`config.mk`:
```
export PLATFORM = sky130hd
export DESIGN_NAME = ifmap_window_addr_gen
export DESIGN_NICKNAME = d
export VERILOG_FILES = /design/src/rtl/ifmap_window_addr_gen.sv
export SDC_FILE = /design/constraint.sdc
export NUM_CORES = 1
export LEC_CHECK = 0
export CAP_MARGIN = 20
export CORE_MARGIN = 2
export CORE_UTILIZATION = 40
export DETAILED_ROUTE_END_ITERATION = 8
export PLACE_DENSITY = 0.6
export SLEW_MARGIN = 20
export SYNTH_ARGS = -nofsm -noshare
export SYNTH_HDL_FRONTEND = slang
export SYNTH_SLANG_ARGS = --single-unit
```
`constraint.sdc`:
```
create_clock -name clk -period 4.9 [get_ports clk]
set_clock_uncertainty 0.05 [all_clocks]
set_input_delay 1.47 -clock clk [delete_from_list [all_inputs] [get_ports clk]]
set_output_delay 1.47 -clock clk [all_outputs]
set_load 0.1 [all_outputs]
```
`src/rtl/ifmap_window_addr_gen.sv`:
```
// IFMAP scratchpad read-address generator: walks every filter window of one row
// across all channels and issues addresses on a circular scratchpad over valid/ready.
module ifmap_window_addr_gen #(
    parameter int POINTER_SIZE         = 8,
    parameter int SP_DEPTH             = 256,
    parameter int FILTER_SIZE_REG_SIZE = 8,
    parameter int STRIDE_SIZE          = 3,
    parameter int DILATION_SIZE        = 2,
    parameter int CHANNEL_SIZE         = 4
) (
    input  logic                            clk,
    input  logic                            rst,
    input  logic                            start,
    input  logic                            abort,
    input  logic [POINTER_SIZE-1:0]         base_ptr,
    input  logic [FILTER_SIZE_REG_SIZE-1:0] row_len,
    input  logic [POINTER_SIZE-1:0]         channel_pitch,
    input  logic [FILTER_SIZE_REG_SIZE-1:0] filter_size,
    input  logic [STRIDE_SIZE-1:0]          stride,
    input  logic [DILATION_SIZE-1:0]        dilation,
    input  logic [CHANNEL_SIZE-1:0]         num_channels,
    output logic [POINTER_SIZE-1:0]         read_pointer,
    output logic                            addr_valid,
    input  logic                            addr_ready,
    output logic                            tap_last,
    output logic                            window_last,
    output logic                            row_done,
    output logic                            busy
);

    localparam int P  = POINTER_SIZE;
    localparam int F  = FILTER_SIZE_REG_SIZE;
    localparam int S  = STRIDE_SIZE;
    localparam int D  = DILATION_SIZE;
    localparam int C  = CHANNEL_SIZE;
    // Window-offset arithmetic width: holds row offset + stride + full tap span.
    localparam int SW = F + D + 2;
    localparam logic [P:0] DEPTH = (P+1)'(SP_DEPTH);

    typedef enum logic [1:0] {IDLE, RUN, DONE} state_t;

    state_t state, state_nx;

    logic [F-1:0]  fs_r, len_r, k_r;
    logic [C-1:0]  nch_r, c_r;
    logic [S-1:0]  stride_r;
    logic [D-1:0]  dil_r;
    logic [P-1:0]  pitch_r;
    logic [SW-1:0] span_r, woff_r;
    logic [P-1:0]  win_r, chb_r, ptr_r;

    logic [S-1:0]  stride_eff;
    logic [D-1:0]  dil_eff;
    logic [C-1:0]  nch_eff;
    logic [SW-1:0] span_in;
    logic          zero_win;
    logic          tap_end, ch_end, more_win, beat, launch;
    logic [P-1:0]  ptr_tap, chb_nx, win_nx;

    function automatic logic [P-1:0] wrap(input logic [P:0] sum);
        if (sum >= DEPTH)
            return P'(sum - DEPTH);
        else
            return sum[P-1:0];
    endfunction

    assign stride_eff = (stride == '0)       ? S'(1) : stride;
    assign dil_eff    = (dilation == '0)     ? D'(1) : dilation;
    assign nch_eff    = (num_channels == '0) ? C'(1) : num_channels;
    assign span_in    = SW'(filter_size - F'(1)) * SW'(dil_eff);
    assign zero_win   = (filter_size == '0) || (span_in >= SW'(row_len));

    assign tap_end  = (k_r == fs_r - F'(1));
    assign ch_end   = (c_r == nch_r - C'(1));
    assign more_win = (woff_r + SW'(stride_r) + span_r) < SW'(len_r);
    assign beat     = (state == RUN) && addr_ready;
    assign launch   = (state == IDLE) && start && !abort;

    assign ptr_tap = wrap({1'b0, ptr_r} + (P+1)'(dil_r));
    assign chb_nx  = wrap({1'b0, chb_r} + {1'b0, pitch_r});
    assign win_nx  = wrap({1'b0, win_r} + (P+1)'(stride_r));

    always_ff @(posedge clk or posedge rst) begin
        if (rst)
            state <= IDLE;
        else
            state <= state_nx;
    end

    always_comb begin
        state_nx = state;
        case (state)
            IDLE:    if (start) state_nx = zero_win ? DONE : RUN;
            RUN:     if (beat && tap_end && ch_end && !more_win) state_nx = DONE;
            DONE:    state_nx = IDLE;
            default: state_nx = IDLE;
        endcase
        // Abort overrides everything, including a simultaneous start.
        if (abort)
            state_nx = IDLE;
    end

    always_ff @(posedge clk or posedge rst) begin
        if (rst) begin
            fs_r     <= '0;
            len_r    <= '0;
            nch_r    <= '0;
            stride_r <= '0;
            dil_r    <= '0;
            pitch_r  <= '0;
            span_r   <= '0;
            k_r      <= '0;
            c_r      <= '0;
            woff_r   <= '0;
            win_r    <= '0;
            chb_r    <= '0;
            ptr_r    <= '0;
        end else if (launch) begin
            fs_r     <= filter_size;
            len_r    <= row_len;
            nch_r    <= nch_eff;
            stride_r <= stride_eff;
            dil_r    <= dil_eff;
            pitch_r  <= channel_pitch;
            span_r   <= span_in;
            k_r      <= '0;
            c_r      <= '0;
            woff_r   <= '0;
            win_r    <= base_ptr;
            chb_r    <= base_ptr;
            ptr_r    <= base_ptr;
        end else if (beat && !abort) begin
            if (!tap_end) begin
                k_r   <= k_r + F'(1);
                ptr_r <= ptr_tap;
            end else if (!ch_end) begin
                k_r   <= '0;
                c_r   <= c_r + C'(1);
                chb_r <= chb_nx;
                ptr_r <= chb_nx;
            end else if (more_win) begin
                k_r    <= '0;
                c_r    <= '0;
                woff_r <= woff_r + SW'(stride_r);
                win_r  <= win_nx;
                chb_r  <= win_nx;
                ptr_r  <= win_nx;
            end
        end
    end

    assign read_pointer = ptr_r;
    assign addr_valid   = (state == RUN);
    assign tap_last     = addr_valid && tap_end;
    assign window_last  = tap_last && ch_end;
    assign row_done     = (state == DONE);
    assign busy         = (state != IDLE);

endmodule

```
==> impl_metrics.env <==
export IMPL_outcome="finished, final reports clean"
export IMPL_synth_mux_area_fraction=0.0240
export IMPL_clk_latency_ps=350
export IMPL_synth_lib_cells_used_distinct=64
export IMPL_floorplan_rows=47
export IMPL_firstDrtPassIters=5
export IMPL_timing_reg2reg_worst_path_depth=20
export IMPL_slew_headroom=0.337
export IMPL_hpwl_microns=12500
export IMPL_fin_cells=1138
export IMPL_seq_area_frac_synth=0.345
export IMPL_io_pins=59
export IMPL_post_route_util=0.510
export IMPL_routed_via_density=5.17
export IMPL_startpoint_type="register"
export IMPL_cp_cell_sequence="ha_2 > fa_2 > a21oi_2 > nor2b_1 > xor2_1 > ha_2 > a21o_1 > nand2_1 > nand3b_1 > xor2_1 > ha_1 > o211a_1 > nand4_1 > and3_4 > o2111ai_1 > buf_4 > or4_1 > nand2_2 > buf_6 > mux2_2"
export IMPL_power_density_nw_per_um2=465
export IMPL_timing_critical_path_buf_inv=2
export IMPL_min_delay_path_class="reg -> reg"
export IMPL_most_area_consuming_cells_after_synthesis="dfrtp_1 34%, ha_1 10%, nand2_1 6.9%"
export IMPL_clock_power_share=0.189
export IMPL_post_route_worst_setup_slack_ps=198
export IMPL_cts_sink_count=95
export IMPL_ys_warn_count=0
export IMPL_critical_path_max_fanout=4
export IMPL_syn2layout_area_growth_pct=23.5
export IMPL_worst_slew_pin_transition_ps=991
export IMPL_number_of_synthesized_register_bits=95
export IMPL_report_final_slew_viol_count=0
export IMPL_place_port_buffers=58
export IMPL_report_final_hold_viol_count=0
export IMPL_worstReg2RegEnd="chb_r[3]$_DFFE_PP0P_"
export IMPL_dominant_register_cell_in_the_synthesized_netlist="dfrtp_1"
export IMPL_worstPathRequired_ps=5090
export IMPL_fp_dieArea_sq_um=18300
export IMPL_whs_endpoint="pitch_r[6]$_DFFE_PP0P_"
export IMPL_power_switching_share=0.427
export IMPL_finish_net_count=1020
export IMPL_synthesis_area_sq_um=6890
export IMPL_post_drt_wl_per_cell_microns=14.6
export IMPL_antennaDiodeCount=0
export IMPL_cts_hold_repair_buffers=0
export IMPL_syn_num_nets=912
export IMPL_grt_max_degree=50
export IMPL_timing_reg2reg_setup_slack_ps=200
export IMPL_synthArstFlopShare=1.00
export IMPL_postRouteWirelength_microns=16600
export IMPL_rr_startpoint="stride_r[0]$_DFFE_PP0P_"
export IMPL_cell_family_with_the_largest_share_of_critical_path_delay="simple AND/OR/NAND/NOR gates"
export IMPL_p_comb_frac=0.513
export IMPL_synth_largest_type_area_fraction=0.345
export IMPL_critical_path_slowest_stage_cell="or4_1"
export IMPL_cts_tree="built"
export IMPL_critPathCaptureType="register"
export IMPL_critical_path_max_stage_delay_ps=550
export IMPL_max_freq_ghz=0.213
export IMPL_dpl_cell_count=1115
export IMPL_setup_violations_final=0
export IMPL_initial_core_util=0.413
export IMPL_holdPathStages=2
export IMPL_worst_endpoint_arrival_ps=4900
export IMPL_seq_power_share=0.298
export IMPL_fraction_of_the_mapped_netlist_area_in_simple_logic_gates=0.219
export IMPL_routed_via_count=5878
export IMPL_finalCritPeriodShare=0.960
export IMPL_core_area_sq_um=16700
export IMPL_first_iter_violations=271
export IMPL_dpl_cell_area_sq_um=8080
export IMPL_cap_violations=0
export IMPL_postRouteAntennaNets=0
export IMPL_globalRouteTotalUtil=0.190
export IMPL_cell_internal_power_dissipation_uw=2270
export IMPL_worstHoldStart="pitch_r[6]$_DFFE_PP0P_"
export IMPL_sw_pwr_uw=1690
export IMPL_ir_drop_mv=0.366
export IMPL_finalCriticalPeriod_ps=4700
export IMPL_postLayoutCellArea_sq_um=8510
export IMPL_synth_adder_area_share=0.117
export IMPL_clk_pin_slew_worst_paths_ps=70
export IMPL_die_h_microns=135
export IMPL_leakagePower_uw=0.00389
export IMPL_clock_tree_buffer_depth=2
export IMPL_antenna_found_initial=0
export IMPL_die_width_microns=135
export IMPL_cts_made_buffers=9
export IMPL_synth_edff_count=0
export IMPL_drt_drc_violations_left=0
export IMPL_grt_overflow_total=0
export IMPL_critPathKind="reg -> reg"
export IMPL_unrepaired_setup_endpoints_after_global_routing="yes"
export IMPL_netlist_top_cell_by_area="dfrtp_1"
export IMPL_synth_compound_area_frac=0.151
export IMPL_h_tree_depth=3
export IMPL_gp_congestion=0.831
export IMPL_post_synth_cell_area_avg_sq_um=8.56
export IMPL_post_place_ws_ps=-142
export IMPL_vias_in_the_first_global_route=5576
export IMPL_post_synth_inst_count=805
export IMPL_synth_top_family_by_area="simple AND/OR/NAND/NOR gates"
export IMPL_grt_pass1_wl_microns=27800
export IMPL_synth_xor_area_share=0.100
export IMPL_root_buffer="clkbuf_16"
export IMPL_post_route_cells_drive_above_1_share=0.124
## per-layer routing
layer,GRT usage,vias to the layer above,routed length (microns)
met2,0.299,76,7600
met1,0.270,2786,8210
met4,0.0515,0,232
met5,0,-,0
met3,0.0344,15,574
li1,-,3001,-
## cell usage in the layout, fill, tap and decap left out, drive strengths merged, types with 20 or more instances in the layout
master,synthesis,final
ha,55,55
a21oi,44,44
inv,50,53
nand3,21,21
nor3,23,23
xor2,42,42
o21ai,59,59
nand2,127,127
nor2b,20,20
clkdlybuf4s50,0,56
xnor2,37,37
dfrtp,95,95
buf,4,64
nor2,66,66
## layout make-up
type	instances	area, sq um
fillers	1636	8190
multi-input cells	636	4270
flip-flops and latches	95	2380
repair buffers	121	1090
well taps	220	275
clock buffers	11	253
inverters	50	190
clock inverters	5	61.3
## state kept, by name (all words and copies together), names as in the netlist
signal        flops
read_pointer      8
pitch_r           8
chb_r             8
fs_r              8
stride_r          3
win_r             8
woff_r           12
len_r             8
dil_r             2
span_r           12
c_r               4
k_r               8
nch_r             4
state             2
## power by group through the flow
stage / registers (uW) / logic, uW / clock network [uW]
6_report: 1180 / 2030 / 747
5_1_grt: 1210 / 2280 / 798
4_1_cts: 1180 / 2020 / 773
3_5_place_dp: 1190 / 2010 / 0
3_3_place_gp: 1190 / 1990 / 0
2_1_floorplan: 1360 / 1260 / 0
## worst max-delay path by stage
stage / start / to / slack (ps) / depth (start not counted)
floorplan: stride_r[0]$_DFFE_PP0P_ / chb_r[0]$_DFFE_PP0P_ / 290 / 18
global placement: filter_size[0] / state[1]$_DFFE_PP0P_ / -50 / 19
detailed placement: filter_size[0] / state[1]$_DFFE_PP0P_ / -140 / 18
CTS: stride_r[0]$_DFFE_PP0P_ / chb_r[3]$_DFFE_PP0P_ / 20 / 20
global route: stride_r[0]$_DFFE_PP0P_ / win_r[6]$_DFFE_PP0P_ / -20 / 23
finish: stride_r[0]$_DFFE_PP0P_ / chb_r[3]$_DFFE_PP0P_ / 200 / 20
## through the flow
stage | setup TNS (ps) | total power [uW] | hold slack [ps]
6_report | 0 | 3960 | 439
5_1_grt | -26.3 | 4290 | 451
4_1_cts | 0 | 3980 | 437
3_5_place_dp | -192 | 3200 | 420
3_3_place_gp | -46.1 | 3180 | 407
2_1_floorplan | 0 | 2620 | 388
## cells in the mapped netlist (all sizes together), types with 4 or more instances
master	count
nand2b	9
o21ai	59
inv	50
clkbuf	20
and3	7
mux2	4
or4	5
dfrtp	95
a21oi	44
fa	6
xor2	42
o21a	7
and2	7
nand2	127
nor2	66
nor2b	20
buf	4
ha	55
a21o	10
mux2i	12
nor4	5
a211oi	7
nor3	23
a31oi	4
nand3	21
nand4	8
xnor2	37
o211ai	7
## tightest hold or removal path, cell delays in order (launching register included)
cell and delay [ps]:
dfrtp_1 350, nand2_1 60, nand2_1 50
## repair_timing
| action | CTS | global route |
|---|---|---|
| setup endpoints to repair | 0 | 43 |
| resized for setup | 0 | 18 |
| setup buffers | 0 | 6 |
## cells by family after synthesis
group | after synthesis
adder cells (fa/ha/maj) | 61
flip-flops | 95
AND/OR/NAND/NOR | 315
multiplexers | 16
AO/OA/AOI/OAI | 165
buffers and inverters | 74
XOR/XNOR | 79
(Power assumes the default switching activity.)
